[src/rtl/sys_tile_sequencer.sv]
// rtl/sys_tile_sequencer.sv - tile-loop sequencer walking the (i,j,k) tile space of C += A*B
module sys_tile_sequencer #(
  parameter int TILE_M = 4,
  parameter int TILE_N = 4,
  parameter int TILE_K = 4,
  parameter int IDX_W  = 8,
  parameter int CNT_W  = 16
) (
  input  logic             clk,
  input  logic             reset,
  input  logic             start,
  input  logic [IDX_W-1:0] cfg_m,
  input  logic [IDX_W-1:0] cfg_n,
  input  logic [IDX_W-1:0] cfg_k,
  input  logic             cfg_order,
  output logic             tile_valid,
  input  logic             tile_ready,
  output logic [IDX_W-1:0] index_i,
  output logic [IDX_W-1:0] index_j,
  output logic [IDX_W-1:0] index_k,
  output logic             first_k,
  output logic             last_k,
  output logic [CNT_W-1:0] tile_cnt,
  output logic             busy,
  output logic             done,
  output logic             cfg_err
);

  localparam logic [IDX_W-1:0] TM = IDX_W'(TILE_M);
  localparam logic [IDX_W-1:0] TN = IDX_W'(TILE_N);
  localparam logic [IDX_W-1:0] TK = IDX_W'(TILE_K);

  typedef enum logic [1:0] {S_IDLE, S_RUN, S_DONE} state_t;

  state_t           state;
  logic [IDX_W-1:0] m_q, n_q, k_q;
  logic             order_q;

  logic             cfg_ok;
  logic             at_last_i, at_last_j, at_last_k;
  logic             final_beat, handshake;
  logic [IDX_W-1:0] nxt_i, nxt_j, nxt_k;

  // A dimension is legal only if non-zero and an exact multiple of its tile.
  assign cfg_ok = (cfg_m != '0) && ((cfg_m % TM) == '0) &&
                  (cfg_n != '0) && ((cfg_n % TN) == '0) &&
                  (cfg_k != '0) && ((cfg_k % TK) == '0);

  assign at_last_i  = (index_i == m_q - TM);
  assign at_last_j  = (index_j == n_q - TN);
  assign at_last_k  = (index_k == k_q - TK);
  assign final_beat = at_last_i && at_last_j && at_last_k;
  assign handshake  = tile_valid && tile_ready;

  // Gated by tile_valid so the flags read 0 outside RUN, matching the reset state.
  assign first_k = tile_valid && (index_k == '0);
  assign last_k  = tile_valid && at_last_k;

  always_comb begin
    nxt_i = index_i;
    nxt_j = index_j;
    nxt_k = index_k;
    if (!order_q) begin
      if (!at_last_k) begin
        nxt_k = index_k + TK;
      end else begin
        nxt_k = '0;
        if (!at_last_j) begin
          nxt_j = index_j + TN;
        end else begin
          nxt_j = '0;
          nxt_i = index_i + TM;
        end
      end
    end else begin
      if (!at_last_j) begin
        nxt_j = index_j + TN;
      end else begin
        nxt_j = '0;
        if (!at_last_k) begin
          nxt_k = index_k + TK;
        end else begin
          nxt_k = '0;
          nxt_i = index_i + TM;
        end
      end
    end
  end

  always_ff @(posedge clk) begin
    if (reset) begin
      state      <= S_IDLE;
      m_q        <= '0;
      n_q        <= '0;
      k_q        <= '0;
      order_q    <= 1'b0;
      tile_valid <= 1'b0;
      index_i    <= '0;
      index_j    <= '0;
      index_k    <= '0;
      tile_cnt   <= '0;
      busy       <= 1'b0;
      done       <= 1'b0;
      cfg_err    <= 1'b0;
    end else begin
      done    <= 1'b0;
      cfg_err <= 1'b0;
      case (state)
        S_IDLE: begin
          if (start) begin
            if (cfg_ok) begin
              m_q        <= cfg_m;
              n_q        <= cfg_n;
              k_q        <= cfg_k;
              order_q    <= cfg_order;
              index_i    <= '0;
              index_j    <= '0;
              index_k    <= '0;
              tile_cnt   <= '0;
              tile_valid <= 1'b1;
              busy       <= 1'b1;
              state      <= S_RUN;
            end else begin
              cfg_err <= 1'b1;
            end
          end
        end
        S_RUN: begin
          if (handshake) begin
            tile_cnt <= tile_cnt + CNT_W'(1);
            if (final_beat) begin
              tile_valid <= 1'b0;
              busy       <= 1'b0;
              done       <= 1'b1;
              index_i    <= '0;
              index_j    <= '0;
              index_k    <= '0;
              state      <= S_DONE;
            end else begin
              index_i <= nxt_i;
              index_j <= nxt_j;
              index_k <= nxt_k;
            end
          end
        end
        S_DONE: begin
          state <= S_IDLE;
        end
        default: begin
          state <= S_IDLE;
        end
      endcase
    end
  end

endmodule
[config.mk]
export PLATFORM = sky130hd
export DESIGN_NAME = sys_tile_sequencer
export DESIGN_NICKNAME = d
export VERILOG_FILES = /design/src/rtl/sys_tile_sequencer.sv
export SDC_FILE = /design/constraint.sdc
export NUM_CORES = 1
export LEC_CHECK = 0
export ABC_AREA = 1
export CORE_ASPECT_RATIO = 0.9
export CORE_MARGIN = 2
export CORE_UTILIZATION = 45
export CTS_CLUSTER_DIAMETER = 120
export DETAILED_ROUTE_END_ITERATION = 7
export PLACE_DENSITY_LB_ADDON = 0.3
export SLEW_MARGIN = 5
export SYNTH_ARGS = -nofsm -noshare
export SYNTH_HDL_FRONTEND = slang
export SYNTH_SLANG_ARGS = --single-unit
[constraint.sdc]
create_clock -name clk -period 2.2 [get_ports clk]
set_clock_uncertainty 0.1 [all_clocks]
set_input_delay 0.44 -clock clk [delete_from_list [all_inputs] [get_ports clk]]
set_output_delay 0.44 -clock clk [all_outputs]
set_load 0.1 [all_outputs]
==> Word level (Yosys, flattened, before mapping) <==
Index checks and enable logic that the tools add are counted.
{ "word_totals": {"ff_bits": 70, "latch_bits": 0, "ramBits": 0, "rom_bits": 0, "inputBits": 29, "out_inout_bits": 46, "word_cells": 101, "mem_count": 0} }
{ "op_classes": {"add_sub_neg": 7, "n_mul": 0, "n_div": 0, "n_lt_le_gt_ge": 0, "n_eq_ne": 12, "n_shift": 0, "muxes": 38, "bitwise_logic": 4, "n_reduce_logical": 28} }
{ "ops": {"columns": ["operator", "n"], "rows": [
  ["2-to-1 mux 8 bit", 19],
  ["2-to-1 mux 16 bit", 3],
  ["one-hot mux 8 bit (2 select lines)", 3],
  ["zero test 8 bit", 4],
  ["one-hot mux 16 bit (2 select lines)", 1],
  ["adder 8 x 3 -> 8 bit, second input constant", 3],
  ["== test 8 bit", 3],
  ["nonzero test 8 bit", 3],
  ["subtractor 8 x 3 -> 8 bit, second input constant", 3],
  ["adder 16 x 1 -> 16 bit, second input constant", 1],
  ["AND reduction 5 bit", 3],
  ["logical AND 1 bit", 10],
  ["2-to-1 mux 2 bit", 4],
  ["!= test 2 bit, second input constant", 4],
  ["!= test 4 bit, second input constant", 2],
  ["AND reduction 4 bit", 2],
  ["2-to-1 mux 1 bit", 6],
  ["!= test 3 bit, second input constant", 2],
  ["AND reduction 6 bit", 1],
  ["OR reduction 3 bit", 2],
  ["NOT 1 bit", 4],
  ["one-hot mux 2 bit (2 select lines)", 1],
  ["AND reduction 3 bit", 1],
  ["== test 2 x 1 -> 1 bit, second input constant", 1],
  ["3 further kinds", 3]
]} }

==> Logic depth before layout (Yosys ltp) <==
Gate-level depths: netlist of run 1.
{ "logic_depth": {"word_depth": 9, "mapped_depth": 15, "mapped_depth_nobuf": 15} }

==> Worst setup path after synthesis of run 1 <==
OpenSTA, ideal clock, no wires.
{ "synth_timing": {"path_kind": "register to output", "start": "reg, netlist name busy", "end": "out first_k", "arrival_ns": 3.221, "required_time_ns": 1.660, "slack_ns": -1.561, "path_stages_with_launch": 3, "path_buffers": 0, "cell_sequence": "dfxtp_1 -> nand4_1 -> nor3_1"} }
{ "synth_lines": {"columns": ["element", "line", "text"], "rows": [
  ["to (decl)", "21", "output logic first_k,"]
]} }

==> Worst setup path in the final report of run 1 <==
{ "layout_timing": {"start": "reg k_q[2]", "end": "out last_k"} }
{ "layout_between": {"elab_chain_len": 3} }
{ "layout_lines": {"columns": ["element", "line", "text"], "rows": [
  ["from (decl)", "36", "logic [IDX_W-1:0] m_q, n_q, k_q;"],
  ["from (signal assigned)", "114", "k_q <= cfg_k;"],
  ["subtractor 8 x 3 -> 8 bit", "51", "assign at_last_k = (index_k == k_q - TK);"],
  ["== test 8 bit", "51", null],
  ["logical AND 1 bit", "57", "assign last_k = tile_valid && at_last_k;"],
  ["to (decl)", "22", "output logic last_k,"]
]} }
No other way between the ends.

==> flow_metrics.py, run 1 <==
metrics = {
    "clock_tree": {
        "htreeDepth": 3,
        "clk_pin_slew_worst_paths_ps": 70,
        "cts-buffers-inserted": 9,
        "cts_root_buf": "clkbuf_8",
        "clock_sinks": 64,
        "clk_latency_ps": 350,
        "cts_hold_buf": 0,
        "cts.path.max_buffers": 2,
        "cts_tree": "built",
    },
    "power_and_ir_drop": {
        "p_seq_share_pct": 48.1,
        "p_per_area_nw_per_um2": 484,
        "irDropWorstVdd_mv": 0.283,
        "p_int_mw": 1.82,
        "p_leak_nw": 2.23,
        "swShare_pct": 24.7,
        "power_frac_comb_pct": 9.1,
        "power.share.clock_pct": 42.8,
        "p_sw_mw": 0.595,
    },
    "outcome": {
        "failed_checks": "setup timing",
        "outcome": "complete, but fails checks",
    },
    "die": {
        "num_rows": 31,
        "core_sq_um": 8070,
        "die_h_microns": 90.7,
        "initial_core_util_pct": 46.6,
        "fp.dieW_microns": 100,
        "io_pins": 75,
        "die_area_sq_um": 9100,
    },
    "finish": {
        "multiInputGateArea_sq_um": 2240,
        "fin_cells": 777,
        "nets": 710,
        "area_growth_pct": 32.8,
        "regArea_sq_um": 1320,
        "drive_gt1_share_pct": 22.7,
        "antenna_cells": 0,
        "final_util_pct": 61.9,
        "nFillCells": 715,
    },
    "detailed_routing": {
        "firstDrtPassIters": 5,
        "vias_per_cell": 5.06,
        "wire_per_inst_microns": 12.6,
        "wirelength_microns": 9820,
        "drt_iter0_markers": 154,
        "detail-route-antenna-nets": 0,
        "drc": 0,
        "vias": 3929,
    },
    "placed_design": {
        "gp_congestion": 0.884,
        "placed_cells": 752,
        "port_buffers": 68,
        "dp_hpwl_microns": 7230,
    },
    "synthesis": {
        "ys_top_cells_by_area": "dfxtp_1, nand2_1, nor2_1",
        "ys_ff_latch": 64,
        "synth_top_area_share_pct": 34.1,
        "synth_top_area_cell": "dfxtp_1",
        "yosysUniqueCellTypes": 39,
        "synthesis.instances": 579,
        "synth_area_sq_um": 3760,
        "ys_seq_area_share_pct": 34.1,
        "ys.warnings.count": 0,
        "synth_area_per_cell_sq_um": 6.49,
    },
    "timing": {
        "setup_tns_ps": -339,
        "fin_crit_ps": 2310,
        "fin_ws_ps": -111,
        "grt_setup_unrepaired": "yes",
        "min_period_over_period_pct": 105,
        "drv_slew": 0,
        "setup_viol": 7,
        "fmax_mhz": 433,
        "hold_slack_ps": 334,
        "hold_violations": 0,
    },
    "critical_path": {
        "path_class": "flip-flop to primary output",
        "r2r_cells": 15,
        "r2r_end": "index_i[6]",
        "cp-end-kind": "primary output",
        "cp_max_fo": 2,
        "crit_path_start_kind": "flip-flop",
        "crit_required_ps": 1660,
        "cp.arrival_ps": 1770,
        "r2r_start": "k_q[2]",
        "r2r_slack_ps": -60,
    },
    "grt": {
        "grt_pass1_vias": 3674,
        "overflow": 0,
        "grt_max_degree": 32,
        "track_usage_pct": 21.8,
        "antenna_found_initial": 0,
        "grt_pass1_wl_microns": 16100,
    },
    "worst_hold_path": {
        "hold_path.startpoint": "k_q[0]",
        "min_path_type": "flip-flop to flip-flop",
        "min_path_cells": 2,
        "hold_path_end": "k_q[0]",
    },
    "run": {
        "maxCapViolations": 0,
    },
}
## power by group through the flow
| stage | logic (mW) | clock network, mW | registers (mW) |
|---|---|---|---|
| floorplan | 0.120 | 0 | 1.20 |
| global placement | 0.210 | 0 | 1.19 |
| detailed placement | 0.213 | 0 | 1.19 |
| CTS | 0.215 | 1.06 | 1.16 |
| global route | 0.237 | 1.10 | 1.16 |
| finish | 0.220 | 1.03 | 1.16 |
## worst max-delay path by stage
stage / from / endpoint / cells after the start
global placement: cfg_n[0] / k_q[6] / 9
global route: k_q[2] / index_i[6] / 15
CTS: k_q[2] / last_k / 9
floorplan: index_j[3] / index_i[2] / 9
detailed placement: cfg_n[0] / k_q[5] / 9
finish: k_q[2] / last_k / 9
## cell usage in the layout (no fill, tap or decap), types with 5 or more instances in the layout
master	netlist	layout
nand2_2	12	13
dfxtp_1	64	48
conb_1	1	6
nor2_4	3	5
nor2_2	4	7
nand4_1	7	7
clkdlybuf4s50_1	0	28
o21ai_0	26	26
clkbuf_8	0	11
nand3_1	48	44
dfxtp_4	0	7
nor3_1	7	6
dfxtp_2	0	9
a21oi_1	41	41
inv_2	8	8
nor2_1	95	90
inv_1	62	61
ha_1	8	6
nand2_1	137	133
xor2_1	11	11
buf_4	8	63
## flip-flops by register name, summed over array words and instances (netlist names), 2 cells and up
name      cells
index_i       6
index_k       6
n_q           8
state         2
m_q           8
index_j       6
tile_cnt     16
k_q           8
## layout make-up
cell class                      count  share of cell area, %
Multi-Input combinational cell    432                   44.8
Sequential cell                    64                   26.4
Clock inverter                      3                  0.802
Clock buffer                       13                   3.18
Timing Repair Buffer               96                   17.0
Tap cell                           99                   2.48
Inverter                           70                   5.31
## per-stage QoR
| stage | setup slack (ps) | power [mW] | instance area [sq um] |
|---|---|---|---|
| 3_5_place_dp | -156 | 1.40 | 4590 |
| 3_3_place_gp | -106 | 1.40 | 4590 |
| 4_1_cts | -136 | 2.43 | 4840 |
| 6_report | -111 | 2.41 | 4990 |
| 2_1_floorplan | 11.7 | 1.32 | 3830 |
| 5_1_grt | -221 | 2.50 | 4990 |
## worst max-delay path: stages (launching register included)
cell and delay [ps]:
dfxtp_2 360, inv_4 50, ha_4 270, nor2_2 30
nor2_1 80, nand4_1 120, nor2_2 140, nand2_4 80
nor2_4 110, buf_12 180
## logic make-up after synthesis
kind of cell,share of synthesized area [%]
xor+xnor,3.49
simple gates,38.4
compound gates,11.0
fa+ha+maj,2.66
other cells,0.0997
buf+inv,10.2
flops,34.1
## layer usage
metal  track usage, %  vias to the layer above  wire, microns
met3             5.42                       24            578
met2             37.5                      128           4740
met4             8.68                        0            227
met1             25.7                     1754           4270
li1                 -                     2023              -
met5                0                        -              0
## synthesized netlist by cell type, drive strengths merged
master and n:
o21ai 30, nand2 152, ha 8, conb 1, a21oi 43, clkbuf 4, o21a 1, nor3 7
a2bb2oi 1, nand4 7, or2 4, xnor2 4, nand3b 1, and2 1, nor2 102, a31oi 1
dfxtp 64, xor2 11, inv 70, nor4 2, buf 15, nand3 50
## repair_timing
item / 4_1_cts / 5_1_grt
setup endpoints to repair: 1 / 11
buffers inserted: 4 / 3
pin swaps: 5 / 13
gates resized for setup: 5 / 21
gates cloned: 0 / 2
(Power assumes the default switching activity.)
==> inputs of run 2 (changes only) <==
GPL_ROUTABILITY_DRIVEN = 0   (was unset)
==> results of run 2 <==
Final layout, timing and power as in run 1 (identical DEF).
==> inputs of run 3 (changes only) <==
TNS_END_PERCENT = 30   (was unset)
clock period = 2.1 ns   (was 2.2 ns; I/O delays follow)
==> run 3 against run 2 <==
  * The flow still finishes with violations (setup timing)
  * Worst setup slack worse by 66 ps
  * Non-clock buffer count increased by 7
  * Global-route usage shrank 0.66 points
  * First-iteration DRC count fell by 20%
  * Clock-buffer cell count decreased by 2
  * Clock power hardly changed
  * Sequential power increased by 4%
  * Cell area rose by 2.4%
  * Wire length decreased by 1.6%
  * Critical path depth is the same
  * Flip-flop and latch count is the same
  * Register-to-register slack about the same
  * Critical path type unchanged
  * Largest power group unchanged
==> flow_metrics.py, run 3 (synthesis results as in run 1) <==
metrics = {
    "finish": {
        "drive_gt1_share_pct": 25.4,
        "final_util_pct": 63.4,
        "largest_reg_flops": 16,
        "nFillCells": 729,
        "nets": 717,
        "final_common_cell": "nand2_1",
        "layout_common_cells": "nand2_1, nor2_1, buf_4",
        "antenna_cells": 0,
        "area_growth_pct": 36.0,
        "regMostFlops": "tile_cnt",
    },
    "detailed_routing": {
        "vias_per_cell": 5.04,
        "wirelength_microns": 9660,
        "wire_per_inst_microns": 12.3,
        "vias": 3951,
        "drt_iter0_markers": 123,
        "firstDrtPassIters": 5,
        "drc": 0,
        "detail-route-antenna-nets": 0,
    },
    "timing": {
        "setup_tns_ps": -326,
        "fin_crit_ps": 2280,
        "min_period_over_period_pct": 108,
        "hold_slack_ps": 339,
        "worstMarginPinSlew_ps": 549,
        "setup_viol": 5,
        "drv_slew": 0,
        "fin_ws_ps": -177,
        "grt_setup_unrepaired": "yes",
        "fmax_mhz": 439,
        "hold_violations": 0,
        "max-slew-margin-rel_pct": 63.4,
    },
    "clock_tree": {
        "clk_latency_ps": 350,
        "cts_root_buf": "clkbuf_8",
        "clock_sinks": 64,
        "cts_hold_buf": 0,
        "cts-buffers-inserted": 9,
        "htreeDepth": 3,
        "clk_pin_slew_worst_paths_ps": 70,
        "cts_tree": "built",
        "cts.path.max_buffers": 2,
    },
    "critical_path": {
        "cp-end-kind": "primary output",
        "cp.arrival_ps": 1760,
        "timing.critical_path.mode_cell": "nor2_2",
        "path_class": "flip-flop to primary output",
        "cp_max_fo": 3,
        "path_cells": "inv_2, ha_4, nor2_2, nor2_1, nand4_1, nor2_2, nand2_4, nor2_4, buf_12",
        "crit_path_top_delay_cell": "dfxtp_2",
        "crit_required_ps": 1580,
        "max_stage_delay_ps": 350,
        "crit_path_start_kind": "flip-flop",
    },
    "grt": {
        "overflow": 0,
        "grt_pass1_vias": 3634,
        "track_usage_pct": 21.1,
        "antenna_found_initial": 0,
        "grt_max_degree": 33,
        "grt_pass1_wl_microns": 15800,
    },
    "die": {
        "io_pins": 75,
        "num_rows": 31,
        "fp.dieW_microns": 100,
        "die_h_microns": 90.7,
        "initial_core_util_pct": 46.6,
        "core_sq_um": 8070,
        "die_area_sq_um": 9100,
    },
    "power_and_ir_drop": {
        "p_sw_mw": 0.672,
        "power_mw": 2.51,
        "power_frac_comb_pct": 9.5,
        "power.share.clock_pct": 42.1,
        "p_int_mw": 1.84,
        "p_leak_nw": 2.28,
        "p_per_area_nw_per_um2": 490,
        "p_seq_share_pct": 48.4,
        "irDropWorstVdd_mv": 0.246,
        "swShare_pct": 26.8,
    },
    "placed_design": {
        "port_buffers": 68,
        "dp_hpwl_microns": 7070,
    },
    "run": {
        "maxCapViolations": 0,
    },
    "outcome": {
        "outcome": "complete, but fails checks",
        "failed_checks": "setup timing",
    },
    "worst_hold_path": {
        "min_path_type": "flip-flop to flip-flop",
    },
}
run 3: worst paths after layout:
| path | start | end | slack [ps] | depth (start not counted) |
|---|---|---|---|---|
| min reg2reg | k_q[0] | k_q[0] | 340 | 2 |
| max reg2reg | k_q[3] | index_i[2] | -70 | 15 |
| max | k_q[3] | last_k | -180 | 9 |
| min | k_q[0] | k_q[0] | 340 | 2 |
run 3: timing repair:
item	CTS	global route
setup endpoints to repair	1	23
setup buffers	2	6
pin swaps	4	19
gates cloned	0	1
gates resized for setup	4	26
run 3: layout make-up:
class | instances | area [sq um] | area share, %
clock buffers | 11 | 163 | 3.18
multi-input cells | 432 | 2230 | 43.7
repair buffers | 103 | 958 | 18.7
well taps | 99 | 124 | 2.42
inverters | 70 | 268 | 5.24
flip-flops and latches | 64 | 1330 | 26.0
clock inverters | 5 | 37.5 | 0.734
run 3: per-layer routing:
metal / part of all wire [%] / routed length (microns) / vias up / global-route usage [%]
li1: - / - / 2038 / -
met1: 45 / 4390 / 1801 / 26.1
met2: 48 / 4610 / 97 / 36.0
met3: 5.5 / 534 / 15 / 5.73
met4: 1.3 / 125 / 0 / 5.59
met5: 0 / 0 / - / 0
run 3: worst max-delay path, delay by kind of cell, from the launching register on:
family	cells	cell delay, ps
fa+ha+maj	1	270
buf+inv	2	240
flops	1	350
simple gates	6	560
run 3: through the flow:
| stage | instance area (sq um) | setup WS (ps) | cells |
|---|---|---|---|
| global route | 5110 | -294 | 784 |
| floorplan | 3860 | -67.9 | 584 |
| detailed placement | 4740 | -220 | 759 |
| global placement | 4740 | -140 | 759 |
| finish | 5110 | -177 | 784 |
| CTS | 4970 | -191 | 777 |
run 3: power groups by stage:
| stage | sequential [mW] | combinational, mW | clock (mW) |
|---|---|---|---|
| detailed placement | 1.24 | 0.232 | 0 |
| floorplan | 1.26 | 0.126 | 0 |
| global route | 1.21 | 0.257 | 1.15 |
| global placement | 1.24 | 0.229 | 0 |
| finish | 1.21 | 0.239 | 1.06 |
| CTS | 1.21 | 0.234 | 1.08 |
